==> src/rtl/mem_port_arbiter.sv <==
// Shares one memory port between fetch and load/store requesters with a single transaction in flight.
// Data wins ties unless fetch has already lost STARVE_MAX consecutive grants; responses cannot be stalled.
module mem_port_arbiter #(
    parameter int ADDR_W     = 6,
    parameter int MEM_LAT    = 1,
    parameter int STARVE_MAX = 4
) (
    input  logic              clk,
    input  logic              rst,
    input  logic              if_req_valid,
    output logic              if_req_ready,
    input  logic [31:0]       if_addr,
    output logic              if_resp_valid,
    output logic [31:0]       if_rdata,
    input  logic              d_req_valid,
    output logic              d_req_ready,
    input  logic              d_we,
    input  logic [31:0]       d_addr,
    input  logic [31:0]       d_wdata,
    output logic              d_resp_valid,
    output logic [31:0]       d_rdata,
    output logic [ADDR_W-1:0] mem_addr,
    output logic              mem_we,
    output logic [31:0]       mem_wdata,
    input  logic [31:0]       mem_rdata,
    output logic              busy
);

    typedef enum logic [1:0] {IDLE, ISSUE, WAIT, RESP} state_t;

    localparam logic [3:0] STARVE_LIM = 4'(STARVE_MAX);
    localparam logic [2:0] WAIT_INIT  = 3'(MEM_LAT - 1);

    state_t            state_q, state_d;
    logic [3:0]        starve_q, starve_d;
    logic [2:0]        wait_q, wait_d;
    logic              owner_q, owner_d;      // 1 = data requester owns the transaction
    logic [ADDR_W-1:0] addr_q, addr_d;
    logic              we_q, we_d;
    logic [31:0]       wdata_q, wdata_d;
    logic [31:0]       if_rdata_q, if_rdata_d;
    logic [31:0]       d_rdata_q, d_rdata_d;
    logic              grant_data;

    logic unused_addr_bits;
    assign unused_addr_bits = ^{if_addr[31:ADDR_W+2], if_addr[1:0],
                                d_addr[31:ADDR_W+2], d_addr[1:0]};

    // Fetch takes a tie only once its starvation budget is exhausted.
    assign grant_data   = d_req_valid && !(if_req_valid && (starve_q == STARVE_LIM));
    assign d_req_ready  = !rst && (state_q == IDLE) && grant_data;
    assign if_req_ready = !rst && (state_q == IDLE) && if_req_valid && !grant_data;

    assign mem_addr  = addr_q;
    assign mem_wdata = wdata_q;
    assign if_rdata  = if_rdata_q;
    assign d_rdata   = d_rdata_q;

    always_comb begin
        state_d       = state_q;
        starve_d      = starve_q;
        wait_d        = wait_q;
        owner_d       = owner_q;
        addr_d        = addr_q;
        we_d          = we_q;
        wdata_d       = wdata_q;
        if_rdata_d    = if_rdata_q;
        d_rdata_d     = d_rdata_q;
        mem_we        = 1'b0;
        if_resp_valid = 1'b0;
        d_resp_valid  = 1'b0;
        busy          = (state_q != IDLE);

        case (state_q)
            IDLE: begin
                if (!if_req_valid) begin
                    starve_d = '0;
                end
                if (d_req_ready) begin
                    owner_d = 1'b1;
                    addr_d  = d_addr[ADDR_W+1:2];
                    we_d    = d_we;
                    wdata_d = d_wdata;
                    state_d = ISSUE;
                    if (if_req_valid && (starve_q != STARVE_LIM)) begin
                        starve_d = starve_q + 4'd1;
                    end
                end else if (if_req_ready) begin
                    owner_d  = 1'b0;
                    addr_d   = if_addr[ADDR_W+1:2];
                    we_d     = 1'b0;
                    wdata_d  = '0;
                    starve_d = '0;
                    state_d  = ISSUE;
                end
            end
            ISSUE: begin
                mem_we = we_q;
                if (we_q) begin
                    state_d = RESP;
                end else begin
                    wait_d  = WAIT_INIT;
                    state_d = WAIT;
                end
            end
            WAIT: begin
                if (wait_q == 3'd0) begin
                    if (owner_q) begin
                        d_rdata_d = mem_rdata;
                    end else begin
                        if_rdata_d = mem_rdata;
                    end
                    state_d = RESP;
                end else begin
                    wait_d = wait_q - 3'd1;
                end
            end
            RESP: begin
                if (owner_q) begin
                    d_resp_valid = 1'b1;
                end else begin
                    if_resp_valid = 1'b1;
                end
                state_d = IDLE;
            end
            default: state_d = IDLE;
        endcase
    end

    always_ff @(posedge clk) begin
        if (rst) begin
            state_q    <= IDLE;
            starve_q   <= '0;
            wait_q     <= '0;
            owner_q    <= 1'b0;
            addr_q     <= '0;
            we_q       <= 1'b0;
            wdata_q    <= '0;
            if_rdata_q <= '0;
            d_rdata_q  <= '0;
        end else begin
            state_q    <= state_d;
            starve_q   <= starve_d;
            wait_q     <= wait_d;
            owner_q    <= owner_d;
            addr_q     <= addr_d;
            we_q       <= we_d;
            wdata_q    <= wdata_d;
            if_rdata_q <= if_rdata_d;
            d_rdata_q  <= d_rdata_d;
        end
    end

endmodule

==> config.mk <==
export PLATFORM = sky130hd
export DESIGN_NAME = mem_port_arbiter
export DESIGN_NICKNAME = d
export VERILOG_FILES = /design/src/rtl/mem_port_arbiter.sv
export SDC_FILE = /design/constraint.sdc
export NUM_CORES = 1
export LEC_CHECK = 0
export BUFFER_PORTS_ARGS = -buffer_cell sky130_fd_sc_hd__buf_2
export CAP_MARGIN = 20
export CORE_ASPECT_RATIO = 1.75
export CORE_MARGIN = 2
export CORE_UTILIZATION = 35
export DETAILED_ROUTE_END_ITERATION = 6
export PLACE_DENSITY_LB_ADDON = 0.08
export SLEW_MARGIN = 20
export SYNTH_ARGS = -nofsm -noshare
export SYNTH_HDL_FRONTEND = slang
export SYNTH_SLANG_ARGS = --single-unit
==> constraint.sdc <==
create_clock -name clk -period 2.3 [get_ports clk]
set_input_delay 0.23 -clock clk [delete_from_list [all_inputs] [get_ports clk]]
set_output_delay 0.23 -clock clk [all_outputs]
set_load 0.01 [all_outputs]
==> summary.md, run 1 <==
| Metric | Value |
|---|---|
| Sequential group share of total power | `33.8%` |
| Count of H-tree levels built during CTS | `4` |
| Die width | `89.0 µm` |
| Pin count of the biggest net entering global routing | `49` |
| Buffers on Ports | `188` |
| Fin crit share | `91.0%` |
| Worst VDD drop | `0.607 mV` |
| # rows | `54` |
| Met3 WL post-DR | `839 µm` |
| Cell internal power dissipation | `4.85 mW` |
| Sequential standard cell area | `0.00226 mm²` |
| Clock Skew | `0.00756 ns` |
| Top Ports | `241` |
| Share of total power in combinational logic | `24.6%` |
| Area fraction of the dominant cell type after synthesis | `51.1%` |
| Antenna Diode Count | `0` |
| Synth top area cells | `dfxtp_1 (51%), nand2_1 (12%), a21oi_1 (8.6%), a22oi_2 (8.2%), nor2_1 (4.0%)` |
| Critical path peak fanout | `20` |
| Count of flip-flops with a built-in enable after synthesis | `0` |
| Hold_ws | `0.0650 ns` |
| Synthesized net count | `647` |
| Setup WS pre-CTS | `0.390 ns` |
| Critical path capture point type | `primary output` |
| Vias after detailed routing | `4057` |
| Met2 routed wirelength | `6690 µm` |
| # clock sinks | `113` |
| Setup repair after global routing missed its margin | `no` |
| DR iter-0 viols | `114` |
| Number of antenna-violating nets in the routed design | `0` |
| Sw Ratio | `29.9%` |
| Uppermost metal layer occupied by signal nets | `met4` |
| Clk Latency, worst-skew pair | `0.40 ns` |
| Most used cells in the layout excluding fill and tap cells | `buf_2 (187), nand2_1 (141), dfxtp_1 (113)` |
| First-pass GRT wire length | `19500 µm` |
| Leftover overflow at the end of global routing | `0` |
| Net Sw Power | `2.07 mW` |
| Clock network fraction of design power | `41.6%` |
| Clock tree from TritonCTS | `yes` |
| Worst Max-Slew Pin Slew | `0.662 ns` |
| Clock tree buffer depth | `2` |
| Data required time at the worst endpoint | `2.07 ns` |
| Number of max-capacitance violations reported | `0` |
| Post-synth top flop | `dfxtp_1` |
| Effective utilization at floorplan | `35.6%` |
| Relative area change from synthesis to final layout | `39.0%` |
| Min Clock Period, post-route | `2.09 ns` |
| Cell area after synthesis | `0.00443 mm²` |
| Accumulated negative setup slack | `0 ns` |
| Status | `finished clean` |
| First-pass iteration count of the detailed router | `4` |
| Syn Inst Count | `505` |
| Setup-violating endpoint count in the final report | `0` |
| Headroom to the max-slew limit | `55.8%` |
| Sequential fraction of the synthesis area | `51.1%` |
| Endpoints failing hold | `0` |
| Proportion of register bits with asynchronous set or reset after synthesis | `0%` |
| Register bit total from synthesis | `113` |
| Total power density per cell area | `1130 mW/mm²` |
| Setup slack, reg-to-reg | `0.39 ns` |
| Cell leakage power | `2.73 nW` |
| Fraction of final layout cells sized beyond drive strength 1 | `38.7%` |
| # fillers | `1253` |
| Met1 Wirelength | `4740 µm` |
| Global-route total usage across every layer | `18.5%` |
| Synthesized area per cell | `8.77 µm²` |
| Overall die area | `0.0136 mm²` |
| Setup crit start kind | `flop` |
| Clock-pin slew on the worst setup and hold paths | `0.05 ns` |
| Cell type contributing the most total cell area after synthesis | `dfxtp_1` |
| CTS root buf | `clkbuf_16` |
| Yosys warnings | `0` |
| Kind of path behind the tightest hold check | `input pin to flop` |
| Die height | `153 µm` |
| Fin worst setup slack | `0.207 ns` |
| Remaining routing DRC violations | `0` |
| Core area | `0.0124 mm²` |
| Post-detail-place hpwl | `8680 µm` |
| Upper clock frequency limit | `478 MHz` |
| Total CTS buffers | `17` |
| Startpoint-to-endpoint class of the critical path | `flop to primary output` |
| Placer congestion estimate | `0.751` |
| Post-CTS Hold Fix Bufs | `0` |
| Number of antenna violations at the first check in global routing | `0` |
| Via count of the first global-routing pass | `4024` |
| Final net count | `830` |
| Multi-input gate area | `0.00192 mm²` |
| Final wirelength | `12400 µm` |
| Post-detailed-route via-to-cell ratio | `4.67` |
| Post-layout total power | `6.92 mW` |
| Routed length per instance | `14.3 µm` |
| Slew Viols, Final | `0` |
| Worst Path Arrival | `1.86 ns` |
| Commonest non-fill, non-tap cell in the layout | `buf_2` |
| Distinct cell type count after synthesis | `41` |
-- routing by layer --
metal  up-vias  GRT usage (%)
li1       2049              -
met1      1856           19.2
met2       143           33.8
met3         9           5.63
met4         0           6.61
met5         -              0
-- layout make-up --
| class | instances | share of cell area, % |
|---|---|---|
| flip-flops and latches | 113 | 36.8 |
| multi-input cells | 346 | 31.2 |
| repair buffers | 199 | 17.3 |
| clock buffers | 19 | 7.20 |
| well taps | 168 | 3.42 |
| clock inverters | 13 | 3.37 |
| inverters | 11 | 0.752 |
-- final timing paths --
check	endpoint	cells after the start	start
worst max-delay path	d_req_ready	7	state_q[0]$_SDFFE_PP0P_
worst min-delay path	mem_addr[2]$_SDFFE_PP0P_	3	if_addr[4]
worst max register to register	d_rdata[17]$_SDFFE_PP0P_	6	state_q[0]$_SDFFE_PP0P_
worst min register to register	if_rdata[20]$_SDFFE_PP0P_	2	if_rdata[20]$_SDFFE_PP0P_
-- state kept, by name, summed over array words and instances (netlist names) --
register and flops:
d_rdata 32, if_rdata 32, mem_addr 6, mem_wdata 32
owner_q 1, starve_q 4, state_q 2, wait_q 3
we_q 1
-- power groups by stage --
stage / logic, mW / registers (mW) / clock network (mW)
after global placement: 1.63 / 2.37 / 0
final: 1.70 / 2.34 / 2.88
after floorplan: 1.08 / 2.46 / 0
after detailed placement: 1.67 / 2.38 / 0
after global routing: 1.90 / 2.37 / 3.04
after CTS: 1.72 / 2.34 / 2.95
-- critical path: stages, from the launching register on --
cell and delay, ns:
dfxtp_1 0.33, inv_1 0.15, ha_2 0.23, buf_4 0.17, nand4b_4 0.15, inv_4 0.11
buf_12 0.17, buf_2 0.15
-- repair_timing --
item                       in CTS  in global routing
buffers inserted                0                  2
gates resized for setup         0                  2
setup endpoints to repair       1                  1
gates cloned                    1                  0
-- cell families (layout without fill, tap and decap cells) --
| family | count (synthesis) | count (layout) | share of synthesized area (%) |
|---|---|---|---|
| flip-flops | 113 | 113 | 51.1 |
| XOR/XNOR | 2 | 2 | 0.396 |
| adder cells (fa/ha/maj) | 9 | 9 | 2.54 |
| buffers and inverters | 46 | 242 | 5.65 |
| AO/OA/AOI/OAI | 124 | 124 | 20.0 |
| AND/OR/NAND/NOR | 209 | 209 | 19.9 |
| multiplexers | 2 | 2 | 0.452 |
-- metrics by stage --
step | utilization [%] | area [µm²] | cells
after floorplan | - | 4430 | 505
after global placement | 43.9 | 5450 | 834
after detailed placement | 43.9 | 5450 | 834
after CTS | 49.3 | 6130 | 867
after global routing | 49.5 | 6150 | 869
final | 49.5 | 6150 | 869
-- Yosys cell counts, types with 3 or more instances --
master and n:
nand2_1 141, dfxtp_1 113, a21oi_1 76, nor2_1 47, a22oi_2 29, clkbuf_1 17
buf_2 9, ha_1 9, inv_1 9, a211oi_1 6, buf_6 6, a22oi_1 5
o21ai_0 3
Power figures use the tool's default switching activity.
==> run 2: changes to the inputs <==
GPL_ROUTABILITY_DRIVEN = 0   (was not set)
RECOVER_POWER = 50   (was not set)
==> run 2 against run 1 <==
  * Sequential share of layout area up 0.80 points
  * Core utilization down 1.1 points
  * Sequential power about the same
  * Worst hold slack better by 0.0019 ns
  * Die area unchanged
  * Clock power about the same
  * Count of clock-buffer cells in the layout unchanged
  * Cell count unchanged
  * Design area down 2.1%
  * Largest power group unchanged
==> summary.md, run 2 (synthesis results as in run 1) <==
| Metric | Value |
|---|---|
| CP Buf/Inv Count | `5` |
| DR iter-0 viols | `106` |
| Number of antenna violations at the first check in global routing | `0` |
| # clock sinks | `113` |
| Clk Latency, worst-skew pair | `0.40 ns` |
| Number of max-capacitance violations reported | `0` |
| Remaining routing DRC violations | `0` |
| Fin crit share | `91.5%` |
| Number of antenna-violating nets in the routed design | `0` |
| # fillers | `1301` |
| Hold Crit Endpoint | `mem_addr[2]$_SDFFE_PP0P_` |
| Clock Skew | `0.00753 ns` |
| Cell leakage power | `2.29 nW` |
| Setup repair after global routing missed its margin | `no` |
| Number of cells on the critical path | `7` |
| Min Clock Period, post-route | `2.10 ns` |
| Data required time at the worst endpoint | `2.07 ns` |
| Post-detail-place hpwl | `8680 µm` |
| Kind of path behind the tightest hold check | `input pin to flop` |
| Total power density per cell area | `1140 mW/mm²` |
| Total CTS buffers | `17` |
| Startpoint-to-endpoint class of the critical path | `flop to primary output` |
| Worst Max-Slew Pin Slew | `0.666 ns` |
| Hold_ws | `0.0669 ns` |
| Slowest Stage Delay on Critical Path | `0.32 ns` |
| Buffers on Ports | `188` |
| CTS root buf | `clkbuf_16` |
| Slew Viols, Final | `0` |
| Post-layout instance area | `0.00602 mm²` |
| Headroom to the max-slew limit | `55.6%` |
| Worst path top cell family by delay | `buffers and inverters` |
| # rows | `54` |
| Number of instances in the placed design | `834` |
| Pin count of the biggest net entering global routing | `49` |
| Vias after detailed routing | `4077` |
| Setup crit start kind | `flop` |
| Post-CTS Hold Fix Bufs | `0` |
| Global-route total usage across every layer | `18.5%` |
| Commonest non-fill, non-tap cell in the layout | `nand2_1` |
| Most used cells in the layout excluding fill and tap cells | `nand2_1 (141), dfxtp_1 (113), clkbuf_1 (104)` |
| Accumulated negative setup slack | `0 ns` |
| Cell breakdown of the critical path | `inv_1 > ha_1 > buf_4 > nand4b_4 > inv_4 > buf_12 > buf_2` |
| Origin of the worst min-delay path | `if_addr[4]` |
| Worst Path Arrival | `1.87 ns` |
| Die height | `153 µm` |
| Overall die area | `0.0136 mm²` |
| Setup slack, reg-to-reg | `0.39 ns` |
| Status | `finished clean` |
| Final net count | `830` |
| Final Non-Filler Cells | `869` |
| Core area | `0.0124 mm²` |
| Worst Hold Path Cells | `3` |
| Clock tree buffer depth | `2` |
| Critical path peak fanout | `20` |
| Die width | `89.0 µm` |
| Critical-path top delay cell | `dfxtp_1` |
| Fraction of final layout cells sized beyond drive strength 1 | `23.8%` |
| Startpoint of the lowest-slack register-to-register path | `state_q[0]$_SDFFE_PP0P_` |
| Post-detailed-route via-to-cell ratio | `4.69` |
| Leftover overflow at the end of global routing | `0` |
| Endpoint of the most critical register-to-register path | `d_rdata[17]$_SDFFE_PP0P_` |
| Worst r2r path cells | `6` |
| Critical path capture point type | `primary output` |
| Clock tree from TritonCTS | `yes` |
| Setup-violating endpoint count in the final report | `0` |
| Count of H-tree levels built during CTS | `4` |
| Top Ports | `241` |
| First-pass iteration count of the detailed router | `4` |
| Post-layout total power | `6.87 mW` |
| Antenna Diode Count | `0` |
| Routed length per instance | `14.4 µm` |
| Placed inst area | `0.00545 mm²` |
| First-pass GRT wire length | `19500 µm` |
| Relative area change from synthesis to final layout | `36.1%` |
| Endpoints failing hold | `0` |
| Final wirelength | `12500 µm` |
| Upper clock frequency limit | `475 MHz` |
| Worst VDD drop | `0.604 mV` |
| Via count of the first global-routing pass | `4024` |
| Clock-pin slew on the worst setup and hold paths | `0.05 ns` |
| Effective utilization at floorplan | `35.6%` |
run 2: area by class of cell:
cell class	instances	area, µm²	share of cell area [%]
Clock buffer	19	443	7.35
Clock inverter	13	208	3.45
Inverter	11	46.3	0.769
Multi-Input combinational cell	346	1920	31.9
Sequential cell	113	2260	37.6
Tap cell	168	210	3.49
Timing Repair Buffer	199	935	15.5
run 2: metal layers:
metal  vias to the layer above  track usage (%)  routed length, µm
li1                       2048                -                  -
met1                      1882             19.2               4790
met4                         0             6.61                151
met2                       139             33.8               6700
met3                         8             5.63                834
met5                         -                0                  0
run 2: where the power goes:
group | switching, mW | internal, mW
combinational | 1.01 | 0.641
clock | 0.926 | 1.95
sequential | 0.143 | 2.20
run 2: repair_timing:
action	CTS	global route
gates resized for setup	0	2
pin swaps	0	0
gates cloned	1	0
endpoints found under the setup margin	1	1
setup buffers	0	2
run 2: how the worst max path moves through the flow:
stage               slack (ns)                    start                        end
floorplan                 0.60  state_q[0]$_SDFFE_PP0P_  mem_wdata[3]$_SDFFE_PP0P_
global placement          0.44  state_q[0]$_SDFFE_PP0P_                d_req_ready
detailed placement        0.39  state_q[0]$_SDFFE_PP0P_   d_rdata[17]$_SDFFE_PP0P_
CTS                       0.02  state_q[0]$_SDFFE_PP0P_                d_req_ready
global route              0.06  state_q[0]$_SDFFE_PP0P_                d_req_ready
finish                    0.20  state_q[0]$_SDFFE_PP0P_                d_req_ready
run 2: worst reg2reg max path, stage by stage (launching register included):
cell and delay [ns]:
dfxtp_1 0.32, inv_1 0.15, ha_1 0.30, nand3b_2 0.18, or2_2 0.58, nand2_1 0.17, a21oi_1 0.07
run 2: stage by stage:
| stage | utilization [%] | worst slack, ns |
|---|---|---|
| 2_1_floorplan | - | 0.597 |
| 3_3_place_gp | 43.9 | 0.437 |
| 3_5_place_dp | 43.9 | 0.390 |
| 4_1_cts | 49.3 | 0.0229 |
| 5_1_grt | 48.5 | 0.0592 |
| 6_report | 48.5 | 0.195 |
==> run 3: changes to the inputs <==
clock period = 1.9 ns   (was 2.3 ns; I/O delays follow)
==> run 3 against run 2 <==
  * Setup slack got worse by 0.098 ns
  * Clock skew is 0.00080 ns higher
  * Global-route usage decreased by 0.39 points
  * Sequential share of layout area down 0.71 points
  * Critical path type unchanged
==> summary.md, run 3 (synthesis results as in run 1) <==
| Metric | Value |
|---|---|
| Status | `finished clean` |
| First-pass iteration count of the detailed router | `6` |
| Critical path capture point type | `primary output` |
| Relative area change from synthesis to final layout | `38.8%` |
| Core area | `0.0124 mm²` |
| Critical-path top delay cell | `dfxtp_1` |
| Top Ports | `241` |
| CTS root buf | `clkbuf_16` |
| Post-CTS Hold Fix Bufs | `0` |
| Slew Viols, Final | `0` |
| Fin crit share | `94.9%` |
| # clock sinks | `113` |
| # fillers | `1327` |
| Multi-input gate area | `0.00196 mm²` |
| Total power density per cell area | `1360 mW/mm²` |
| Cell breakdown of the critical path | `inv_2 > ha_4 > buf_4 > nand4b_4 > inv_4 > buf_12 > buf_2` |
| Hold_ws | `0.0373 ns` |
| Antenna Diode Count | `0` |
| Remaining routing DRC violations | `0` |
| Routed length per instance | `14.0 µm` |
| Most used cells in the layout excluding fill and tap cells | `nand2_1 (141), dfxtp_1 (111), clkbuf_1 (107)` |
| Origin of the worst setup path | `state_q[0]$_SDFFE_PP0P_` |
| Die height | `153 µm` |
| Final net count | `840` |
| Pin count of the biggest net entering global routing | `104` |
| Startpoint-to-endpoint class of the critical path | `flop to primary output` |
| Overall die area | `0.0136 mm²` |
| Number of max-capacitance violations reported | `0` |
| Accumulated negative setup slack | `0 ns` |
| Die width | `89.0 µm` |
| Upper clock frequency limit | `555 MHz` |
| Clock-pin slew on the worst setup and hold paths | `0.06 ns` |
| Origin of the worst min-delay path | `d_wdata[12]` |
| Post-detail-place hpwl | `8460 µm` |
| Critical path peak fanout | `8` |
| Headroom to the max-slew limit | `63.7%` |
| Slowest Stage Delay on Critical Path | `0.38 ns` |
| Setup slack, reg-to-reg | `0.15 ns` |
| Min Clock Period, post-route | `1.80 ns` |
| First-pass GRT wire length | `19500 µm` |
| Vias after detailed routing | `4129` |
| Leftover overflow at the end of global routing | `0` |
| Worst Path Arrival | `1.61 ns` |
| Global-route total usage across every layer | `18.1%` |
| Sequential standard cell area | `0.00226 mm²` |
| Clock Skew | `0.00832 ns` |
| DR iter-0 viols | `123` |
| Fraction of final layout cells sized beyond drive strength 1 | `25.5%` |
| Number of antenna-violating nets in the routed design | `0` |
| Worst Max-Slew Pin Slew | `0.545 ns` |
| # rows | `54` |
| Commonest non-fill, non-tap cell in the layout | `nand2_1` |
| Total CTS buffers | `17` |
| Setup repair after global routing missed its margin | `no` |
| Buffers on Ports | `188` |
| Clock tree buffer depth | `2` |
| Setup crit start kind | `flop` |
| Final wirelength | `12300 µm` |
| Cell leakage power | `2.33 nW` |
| Effective utilization at floorplan | `35.6%` |
| Number of antenna violations at the first check in global routing | `0` |
| Setup-violating endpoint count in the final report | `0` |
| Data required time at the worst endpoint | `1.71 ns` |
| Clk Latency, worst-skew pair | `0.40 ns` |
| Count of H-tree levels built during CTS | `4` |
| Startpoint of the lowest-slack register-to-register path | `state_q[0]$_SDFFE_PP0P_` |
| Worst VDD drop | `0.762 mV` |
| Clock tree from TritonCTS | `yes` |
| Endpoints failing hold | `0` |
| Via count of the first global-routing pass | `4164` |
| Kind of path behind the tightest hold check | `input pin to flop` |
| Post-detailed-route via-to-cell ratio | `4.70` |
==> run 3: through the flow <==
stage	total power, mW	std cells	utilization (%)	worst slack, ns	instance area, µm²
CTS	8.49	874	50.1	0.00202	6230
detailed placement	5.04	841	44.8	0.0919	5570
global placement	4.98	841	44.8	0.137	5570
finish	8.35	879	49.4	0.0976	6150
global route	8.82	879	49.4	0.00357	6150
floorplan	4.28	505	-	0.197	4430
==> run 3: worst paths after layout <==
kind | endpoint | cells after the start
hold / removal | mem_wdata[12]$_SDFFE_PP0P_ | 3
hold reg to reg | if_rdata[20]$_SDFFE_PP0P_ | 2
setup reg to reg | if_rdata[13]$_SDFFE_PP0P_ | 8
setup / recovery | d_req_ready | 7
==> run 3: timing repair <==
| item | in CTS | in global routing |
|---|---|---|
| setup buffers | 1 | 5 |
| setup endpoints to repair | 2 | 2 |
| gates resized for setup | 8 | 3 |
==> run 3: report_power, final <==
part	switching, mW	internal [mW]	total [mW]
clock	1.12	2.23	3.35
sequential	0.167	2.66	2.83
combinational	1.27	0.900	2.17
==> run 3: cell type report <==
class,instances,share of cell area (%)
sequential,113,36.8
multi-input combinational,346,31.9
timing repair buffer,209,16.9
clock buffer,19,7.21
tap,168,3.42
clock inverter,13,3.01
inverter,11,0.753
==> run 3: layer usage <==
layer | wire length (µm) | GRT usage, %
met3 | 801 | 4.55
met4 | 206 | 7.11
met5 | 0 | 0
met2 | 6570 | 33.3
met1 | 4750 | 18.9
==> run 3: worst max-delay path: cells and delay by family, from the launching register on <==
kind,cells,cell delay (ns)
adder cells (fa/ha/maj),1,0.18
buffers and inverters,5,0.55
flip-flops,1,0.38
AND/OR/NAND/NOR,1,0.11
